`config.mk`:
```
export PLATFORM = sky130hd
export DESIGN_NAME = seg_scan_ctrl
export DESIGN_NICKNAME = d
export VERILOG_FILES = /design/src/rtl/seg_pkg.sv /design/src/rtl/seg_scan_timer.sv /design/src/rtl/seg_scan_ctrl.sv
export SDC_FILE = /design/constraint.sdc
export NUM_CORES = 1
export LEC_CHECK = 0
export BUFFER_PORTS_ARGS = -buffer_cell sky130_fd_sc_hd__clkbuf_2
export CAP_MARGIN = 15
export CORE_AREA = 3 3 91 128
export CTS_CLUSTER_SIZE = 12
export DETAILED_ROUTE_END_ITERATION = 8
export DIE_AREA = 0 0 94 131
export PLACE_DENSITY_LB_ADDON = 0.2
export REMOVE_ABC_BUFFERS = 1
export SLEW_MARGIN = 20
export SYNTH_ARGS = -nofsm -noshare
export SYNTH_HDL_FRONTEND = slang
export SYNTH_SLANG_ARGS = --single-unit
```
`constraint.sdc`:
```
create_clock -name clk -period 12.2 [get_ports clk]
set_input_delay 1.22 -clock clk [delete_from_list [all_inputs] [get_ports clk]]
set_output_delay 1.22 -clock clk [all_outputs]
set_load 0.02 [all_outputs]
```
`src/rtl/seg_pkg.sv`:
```
// Shared constants and hex-to-segment decode for the seven-segment scan controller.
package seg_pkg;

    localparam int unsigned DIG_W      = 3;
    localparam int unsigned SEG_DP_BIT = 0;

    // Segment patterns in {a,b,c,d,e,f,g} order, active-high.
    localparam logic [6:0] SEG_0 = 7'b1111110;
    localparam logic [6:0] SEG_1 = 7'b0110000;
    localparam logic [6:0] SEG_2 = 7'b1101101;
    localparam logic [6:0] SEG_3 = 7'b1111001;
    localparam logic [6:0] SEG_4 = 7'b0110011;
    localparam logic [6:0] SEG_5 = 7'b1011011;
    localparam logic [6:0] SEG_6 = 7'b1011111;
    localparam logic [6:0] SEG_7 = 7'b1110000;
    localparam logic [6:0] SEG_8 = 7'b1111111;
    localparam logic [6:0] SEG_9 = 7'b1111011;
    localparam logic [6:0] SEG_A = 7'b1110111;
    localparam logic [6:0] SEG_B = 7'b0011111;
    localparam logic [6:0] SEG_C = 7'b1001110;
    localparam logic [6:0] SEG_D = 7'b0111101;
    localparam logic [6:0] SEG_E = 7'b1001111;
    localparam logic [6:0] SEG_F = 7'b1000111;

    // Decode one hex nibble to its a..g pattern.
    function automatic logic [6:0] hex_to_seg(input logic [3:0] nib);
        logic [6:0] seg;
        case (nib)
            4'h0:    seg = SEG_0;
            4'h1:    seg = SEG_1;
            4'h2:    seg = SEG_2;
            4'h3:    seg = SEG_3;
            4'h4:    seg = SEG_4;
            4'h5:    seg = SEG_5;
            4'h6:    seg = SEG_6;
            4'h7:    seg = SEG_7;
            4'h8:    seg = SEG_8;
            4'h9:    seg = SEG_9;
            4'hA:    seg = SEG_A;
            4'hB:    seg = SEG_B;
            4'hC:    seg = SEG_C;
            4'hD:    seg = SEG_D;
            4'hE:    seg = SEG_E;
            default: seg = SEG_F;
        endcase
        return seg;
    endfunction

endpackage

```
`src/rtl/seg_scan_timer.sv`:
```
// Slot prescaler and digit index counter for the display scan.
module seg_scan_timer
    import seg_pkg::*;
#(
    parameter int unsigned SCAN_DIV  = 100000,
    parameter int unsigned BLANK_CYC = 1000
) (
    input  logic             clk,
    input  logic             rst,
    output logic             tick_o,
    output logic             wrap_o,
    output logic [DIG_W-1:0] idx_o,
    output logic             in_blank_o
);

    localparam int unsigned      CNT_W    = $clog2(SCAN_DIV);
    localparam logic [CNT_W-1:0] CNT_LAST = CNT_W'(SCAN_DIV - 1);
    localparam logic [DIG_W-1:0] IDX_LAST = '1;

    logic [CNT_W-1:0] count_q, count_d;
    logic [DIG_W-1:0] idx_q, idx_d;

    assign tick_o = (count_q == CNT_LAST);
    assign wrap_o = tick_o && (idx_q == IDX_LAST);
    assign idx_o  = idx_q;

    // Dark window at the head of every slot; a zero-length window never blanks.
    generate
        if (BLANK_CYC == 0) begin : g_no_blank
            assign in_blank_o = 1'b0;
        end else begin : g_blank
            assign in_blank_o = (count_q < CNT_W'(BLANK_CYC));
        end
    endgenerate

    // Next count/index: count rolls over on tick, index advances mod 8.
    always_comb begin
        count_d = count_q + CNT_W'(1);
        idx_d   = idx_q;
        if (tick_o) begin
            count_d = '0;
            idx_d   = idx_q + DIG_W'(1);
        end
    end

    // Counter state registers.
    always_ff @(posedge clk or posedge rst) begin
        if (rst) begin
            count_q <= '0;
            idx_q   <= '0;
        end else begin
            count_q <= count_d;
            idx_q   <= idx_d;
        end
    end

endmodule

```
`src/rtl/seg_scan_ctrl.sv`:
```
// Eight-digit seven-segment scan controller with frame-aligned double buffering.
module seg_scan_ctrl
    import seg_pkg::*;
#(
    parameter int unsigned SCAN_DIV   = 100000,
    parameter int unsigned BLANK_CYC  = 1000,
    parameter int unsigned NUM_DIGITS = 8
) (
    input  logic                      clk,
    input  logic                      rst,
    input  logic                      load,
    input  logic [4*NUM_DIGITS-1:0]   value,
    input  logic [NUM_DIGITS-1:0]     dp_mask,
    input  logic [NUM_DIGITS-1:0]     en_mask,
    input  logic                      blank_zeros,
    output logic [7:0]                seg_out,
    output logic [NUM_DIGITS-1:0]     dig_sel,
    output logic                      frame_done,
    output logic                      pending
);

    localparam int unsigned VAL_W = 4 * NUM_DIGITS;

    logic             tick, wrap, in_blank;
    logic [DIG_W-1:0] idx;

    logic [VAL_W-1:0]      pend_val_q, pend_val_d, disp_val_q, disp_val_d;
    logic [NUM_DIGITS-1:0] pend_dp_q, pend_dp_d, disp_dp_q, disp_dp_d;
    logic [NUM_DIGITS-1:0] pend_en_q, pend_en_d, disp_en_q, disp_en_d;
    logic                  pend_bz_q, pend_bz_d, disp_bz_q, disp_bz_d;
    logic                  pending_q, pending_d;

    logic [7:0]            seg_out_q, seg_out_d;
    logic [NUM_DIGITS-1:0] dig_sel_q, dig_sel_d;
    logic                  frame_done_q;

    logic [3:0] cur_nib;
    logic       upper_zero, suppress, lit;

    seg_scan_timer #(
        .SCAN_DIV  (SCAN_DIV),
        .BLANK_CYC (BLANK_CYC)
    ) u_timer (
        .clk        (clk),
        .rst        (rst),
        .tick_o     (tick),
        .wrap_o     (wrap),
        .idx_o      (idx),
        .in_blank_o (in_blank)
    );

    // Frame wrap is by construction the last tick of digit 7.
    assert property (@(posedge clk) disable iff (rst) wrap |-> tick);

    // Double buffer: loads park in the pending buffer and commit on wrap;
    // a load coinciding with wrap bypasses the buffer.
    always_comb begin
        pend_val_d = pend_val_q;
        pend_dp_d  = pend_dp_q;
        pend_en_d  = pend_en_q;
        pend_bz_d  = pend_bz_q;
        disp_val_d = disp_val_q;
        disp_dp_d  = disp_dp_q;
        disp_en_d  = disp_en_q;
        disp_bz_d  = disp_bz_q;
        pending_d  = pending_q;
        if (load && wrap) begin
            disp_val_d = value;
            disp_dp_d  = dp_mask;
            disp_en_d  = en_mask;
            disp_bz_d  = blank_zeros;
            pending_d  = 1'b0;
        end else if (load) begin
            pend_val_d = value;
            pend_dp_d  = dp_mask;
            pend_en_d  = en_mask;
            pend_bz_d  = blank_zeros;
            pending_d  = 1'b1;
        end else if (wrap && pending_q) begin
            disp_val_d = pend_val_q;
            disp_dp_d  = pend_dp_q;
            disp_en_d  = pend_en_q;
            disp_bz_d  = pend_bz_q;
            pending_d  = 1'b0;
        end
    end

    // Pixel decode for the current slot: blanking, enable and leading-zero suppression.
    always_comb begin
        cur_nib    = disp_val_q[{idx, 2'b00} +: 4];
        upper_zero = ((disp_val_q >> {idx, 2'b00}) == '0);
        suppress   = disp_bz_q && (idx != '0) && upper_zero;
        lit        = !in_blank && disp_en_q[idx] && !suppress;
        dig_sel_d  = '0;
        seg_out_d  = '0;
        if (lit) begin
            dig_sel_d = NUM_DIGITS'(1) << idx;
            seg_out_d = {hex_to_seg(cur_nib), disp_dp_q[idx]};
        end
    end

    // Buffer, display and output registers.
    always_ff @(posedge clk or posedge rst) begin
        if (rst) begin
            pend_val_q   <= '0;
            pend_dp_q    <= '0;
            pend_en_q    <= '0;
            pend_bz_q    <= 1'b0;
            disp_val_q   <= '0;
            disp_dp_q    <= '0;
            disp_en_q    <= '0;
            disp_bz_q    <= 1'b0;
            pending_q    <= 1'b0;
            seg_out_q    <= '0;
            dig_sel_q    <= '0;
            frame_done_q <= 1'b0;
        end else begin
            pend_val_q   <= pend_val_d;
            pend_dp_q    <= pend_dp_d;
            pend_en_q    <= pend_en_d;
            pend_bz_q    <= pend_bz_d;
            disp_val_q   <= disp_val_d;
            disp_dp_q    <= disp_dp_d;
            disp_en_q    <= disp_en_d;
            disp_bz_q    <= disp_bz_d;
            pending_q    <= pending_d;
            seg_out_q    <= seg_out_d;
            dig_sel_q    <= dig_sel_d;
            frame_done_q <= wrap;
        end
    end

    assign seg_out    = seg_out_q;
    assign dig_sel    = dig_sel_q;
    assign frame_done = frame_done_q;
    assign pending    = pending_q;

endmodule

```
After elaboration in Yosys (flattened, before gate mapping):

Memories as Yosys holds them, arrays and structs flattened.
Index checks and enable logic that the tools add are counted.

* shift operators: 3
* mux-type cells: 22
* equality and inequality tests: 3
* add/subtract/negate cells: 2
* reductions and logical operators: 15
* bitwise logic cells: 1
* order comparisons: 2

Operator list (count)
* $mux 32: 3
* $mux 8: 8
* $logic_not 32->1: 1
* $shiftx 32x6->4: 1
* $shr 32x5->32: 1
* $add 17x1->17 const B: 1
* $eq 17x17->1 const B: 1
* $lt 17x10->1 const B: 1
* $mux 17: 1
* $mux 1: 8
* $shl 1x3->8 const A: 1
* $logic_and 1x1->1: 7
* $bmux 1 s3: 2
* $reduce_bool 3->1: 2
* $lt 3x4->1 const B: 1
* $reduce_and 2->1: 2
* $add 3x1->3 const B: 1
* $eq 3x3->1 const B: 1
* $logic_not 1->1: 2
* $ne 2x1->1 const B: 1
* $reduce_bool 2->1: 1
* $not 1->1: 1

* logic and storage cells: 63
* bits in registers: 136
* bits of input ports: 52
* memories: 1
* ROM bits: 112
* output and inout bits: 18

Memories
* (name not given): words 16, width 7, rd ports 1, clocked after Yosys merged registers in 0, wr ports 0, RTL line seg_pkg.sv:28 `case (nib)`

Depth between registers and ports, before layout:

* depth after elaboration: 6
* mapped depth: 12
* depth with buffers taken out: 9

Cells and area by module:

A second synthesis with hierarchy kept.

* cell total of the unflattened synthesis: 535
* area, all modules: 6606.3 um2

By module, submodules not included
* seg_scan_ctrl: instances 1, cells each 447, area each 5620.4 um2, sequential area each 2902.8 um2
* seg_scan_timer: instances 1, cells each 88, area each 985.9 um2, sequential area each 500.5 um2

Worst setup path after synthesis:

No wires, ideal clock.

* kind: reg-to-reg
* start: register u_timer.idx_q[0], in the netlist u_timer.idx_o[0]
* end: register dig_sel_q[3], in the netlist dig_sel[3]
* buffers on the path: 2
* setup slack: 8992 ps
* library setup time: 120 ps
* stages on the path, launching flop included: 12
* arrival: 3088 ps
* required time: 12080 ps
* path through: dfrtp_1 > buf_6 > buf_2 > mux4_2 > mux2i_1 > ha_1 > o211ai_1 > nor4_1 > nand3_1 > or3_4 > o21bai_1 > and3_1

* word-level cells in the longest chain between the ends: 6
* elaborated cells between the ends (all ways): 12

Ends and longest elaborated chain
* start: declaration: RTL line seg_scan_timer.sv:21 `logic [DIG_W-1:0] idx_q, idx_d;`
* start signal: assignment: RTL line seg_scan_timer.sv:53 `idx_q <= idx_d;`
* $shr 32x5->32 or $reduce_bool 3->1 (tied branches): RTL line seg_scan_ctrl.sv:91, seg_scan_ctrl.sv:92
* $logic_not 32->1 or $logic_and 1x1->1 (tied branches): RTL line seg_scan_ctrl.sv:91, seg_scan_ctrl.sv:92
* $logic_and 1x1->1: RTL line seg_scan_ctrl.sv:92 `suppress = disp_bz_q && (idx != '0) && upper_zero;`
* $logic_not 1->1: RTL line seg_scan_ctrl.sv:93 `lit = !in_blank && disp_en_q[idx] && !suppress;`
* $logic_and 1x1->1: RTL line seg_scan_ctrl.sv:93
* $mux 8 (*): RTL line seg_scan_ctrl.sv:96 `if (lit) begin`
* named net dig_sel_d[3]: RTL line seg_scan_ctrl.sv:34 `logic [NUM_DIGITS-1:0] dig_sel_q, dig_sel_d;`
* end signal: assignment: RTL line seg_scan_ctrl.sv:128 `dig_sel_q <= dig_sel_d;`
* end: declaration: RTL line seg_scan_ctrl.sv:34

Mark *: on every way through the listed nets, which the timed path passes. The rest lies on a longest branch. The select of a mux whose other input is x is not followed.
A chain may end at the register's enable or synchronous reset.

Worst setup path in the final report:

Ends and elaborated chain as after synthesis.

==> flow_metrics.tcl <==
set metrics [dict create \
    status "complete, no violations" \
    synth_ff_type "dfrtp_1" \
    vias 4733 \
    setup-tns-final_ns 0 \
    worst-setup-path-type "reg -> reg" \
    ant_nets 0 \
    cap_violations 0 \
    critPathLaunchType "register" \
    r2r_end "dig_sel[3]" \
    hold_viol 0 \
    yosysUniqueCellTypes 51 \
    rsz0062_at_grt "no" \
    htreeDepth 4 \
    async_reset_ff_share_pct 100.0 \
    crit_arrival_ns 3.97 \
    drv_slew 0 \
    final_nets 706 \
    rows 45 \
    routabilityCongestion 0.9361 \
    place_area_mm2 0.006804 \
    cts_root_buffer "clkbuf_16" \
    finalWirelength_um 13110 \
    io_pins 70 \
    post-dp-hpwl_um 9065 \
    ir_drop_mv 0.1283 \
    ys_warn_count 0 \
    grt_pass1_wl_um 22410 \
    p_leak_nw 3.262 \
    ys_ff_latch 136 \
    syn_area_mm2 0.006412 \
    cp.depth 10 \
    post_cts_resize_count 0 \
    grt_pass1_vias 4838 \
    slowest_stage "mux4_2" \
    critPathTopFamily "multiplexers" \
    cts_sinks 136 \
    worstPathRequired_ns 12.50 \
    total_power_uw 960.9 \
    fmax_mhz 272.7 \
    overflow 0 \
    grt_max_degree 99 \
    die_w_um 94 \
    cts_buffer_depth 2 \
    grt_use_total_pct 23.53 \
    regToRegSetupSlack_ns 8.53 \
    setup_violations 0 \
    cp_num_buf_inv 1 \
    skew_ns 0.008446 \
    worst_r2r_path_depth 10 \
    grt_antenna_before_repair 0 \
    worst_skew_pair.late_latency_ns 0.41 \
    io_buffers 69 \
    whs_path_depth 1 \
    slew_headroom_pct 34.18 \
    worst_path_largest_cell_delay_ns 0.57 \
    start_util_pct 59.94 \
    drc_errors 0 \
    drive_gt1_share_pct 18.95 \
    hold_start "u_timer.count_q[0]" \
    first_pass_iters 5 \
    period_needed_ns 3.667 \
    antenna_cells 0 \
    coreArea_mm2 0.01070 \
    wl_per_cell_um 16.59 \
    p_per_area_mw_per_mm2 131.6 \
    reg2reg_from "u_timer.idx_o[0]" \
    tightest_slew_ns 0.9599 \
    regArea_mm2 0.003403 \
    hp-class "reg -> reg" \
    post_cts_buffers 0 \
    via_per_inst 5.991 \
    avgSynthCellArea_um2 11.02 \
    path_cells "buf_4, mux4_2, mux2i_1, ha_1, o211ai_1, nor4_1, nand3_1, or3_4, o21bai_1, and3_1" \
    die_area_mm2 0.01231 \
    stdcell_area_mm2 0.007300 \
    cts_tree "done" \
    die_y_um 131 \
    path_clk_slew_ns 0.05 \
    syn-instance-count 582 \
    drtIter0Drc 250 \
    cts_made_buffers 17 \
    period_share_pct 30.06 \
    synth_edf_count 0 \
    cp_max_fo 32 \
    cts_hold_buffers 0 \
    end_kind "register" \
    fill_cells 830 \
    synth_seq_area_share_pct 53.07 \
    multiInputGateArea_mm2 0.002786 \
    worstHoldEndpoint "u_timer.count_q[0]" \
    area_delta_synth_final_pct 13.83 \
]
==> sequential cells by signal, indices dropped and copies added (netlist names) <==
signal           flops
pend_val_q          32
pend_en_q            8
disp_en_q            8
pend_dp_q            8
pend_bz_q            1
pending              1
disp_dp_q            8
frame_done           1
disp_val_q          32
seg_out              8
u_timer.idx_o        3
u_timer.count_q     17
dig_sel              8
disp_bz_q            1
==> area by class of cell <==
type	instances	area share (%)
Clock buffer	22	6.359
Clock inverter	5	0.3771
Inverter	10	0.5485
Multi-Input combinational cell	400	38.17
Sequential cell	136	46.62
Tap cell	141	2.417
Timing Repair Buffer	76	5.502
==> synth_stat cells (all sizes together), types with 3 or more instances <==
library cell    n  area (µm²)
nor4            8       65.06
nand3          11       55.05
mux2i           6       72.57
inv            10       37.54
nor3           13       70.07
a21oi          11       55.05
nand4           5       31.28
buf            20       127.6
nor3b           3       22.52
and2            5       31.28
nor2           34       127.6
mux2           51       574.3
xor2            5       43.79
xnor2           9       78.83
mux4           10       225.2
o21ai          60       300.3
nand2          67       254.0
nor2b           4       25.02
and3            7       43.79
a211oi          4       30.03
ha             13       162.7
o22ai          50       312.8
clkbuf         16       60.06
dfrtp         136        3403
==> report_power, final <==
group	internal [mW]	leakage, nW	switching (mW)
sequential	0.468	1.77	0.00797
clock	0.262	0.243	0.172
combinational	0.0233	1.25	0.0278
==> worst max path at each step <==
stage	start	end
2_1_floorplan	rst	dig_sel[0]
3_3_place_gp	u_timer.idx_o[0]	dig_sel[7]
3_5_place_dp	u_timer.idx_o[0]	dig_sel[3]
4_1_cts	u_timer.idx_o[0]	dig_sel[3]
5_1_grt	u_timer.idx_o[0]	dig_sel[3]
6_report	u_timer.idx_o[0]	dig_sel[3]
==> placed cells by master (no fill, tap or decap), drive strengths merged, types with 2 or more instances in the layout <==
| cell | n |
|---|---|
| nor4 | 8 |
| xor2 | 5 |
| clkbuf | 91 |
| o31ai | 2 |
| mux2 | 51 |
| a2111oi | 2 |
| a221oi | 2 |
| nor2b | 4 |
| and3 | 7 |
| nand3 | 11 |
| a21oi | 11 |
| inv | 10 |
| o22ai | 50 |
| ha | 13 |
| mux4 | 10 |
| buf | 7 |
| a22oi | 2 |
| clkinv | 4 |
| nor3b | 3 |
| nand2 | 67 |
| and2 | 5 |
| mux2i | 6 |
| dfrtp | 136 |
| a31oi | 2 |
| nand3b | 2 |
| nor2 | 34 |
| or3 | 2 |
| o21ai | 60 |
| xnor2 | 9 |
| a211oi | 4 |
| nand4 | 5 |
| nor3 | 13 |
==> stage by stage <==
| stage | hold WS, ns | worst slack (ns) | instances | utilization, % |
|---|---|---|---|---|
| floorplan | 0.4479 | 7.341 | 546 | - |
| global placement | 0.4663 | 8.698 | 763 | 63.60 |
| detailed placement | 0.4723 | 8.560 | 763 | 63.60 |
| CTS | 0.4878 | 8.537 | 790 | 68.20 |
| global route | 0.5029 | 8.230 | 790 | 68.23 |
| finish | 0.4880 | 8.533 | 790 | 68.23 |
==> cells by family after synthesis <==
kind of cell / Yosys count / share of synthesized area (%)
compound gates: 143 / 13.27
xor+xnor: 14 / 1.912
fa+ha+maj: 13 / 2.537
buf+inv: 46 / 3.512
flops: 136 / 53.07
mux: 67 / 13.60
simple gates: 163 / 12.10
==> routing by layer <==
metal	part of all wire, %	track usage (%)
met3	3.9	6.186
met4	2.4	8.673
met1	40	28.54
met2	53	40.44
met5	0	0
Note: power is estimated with default switching activity, not from simulation.
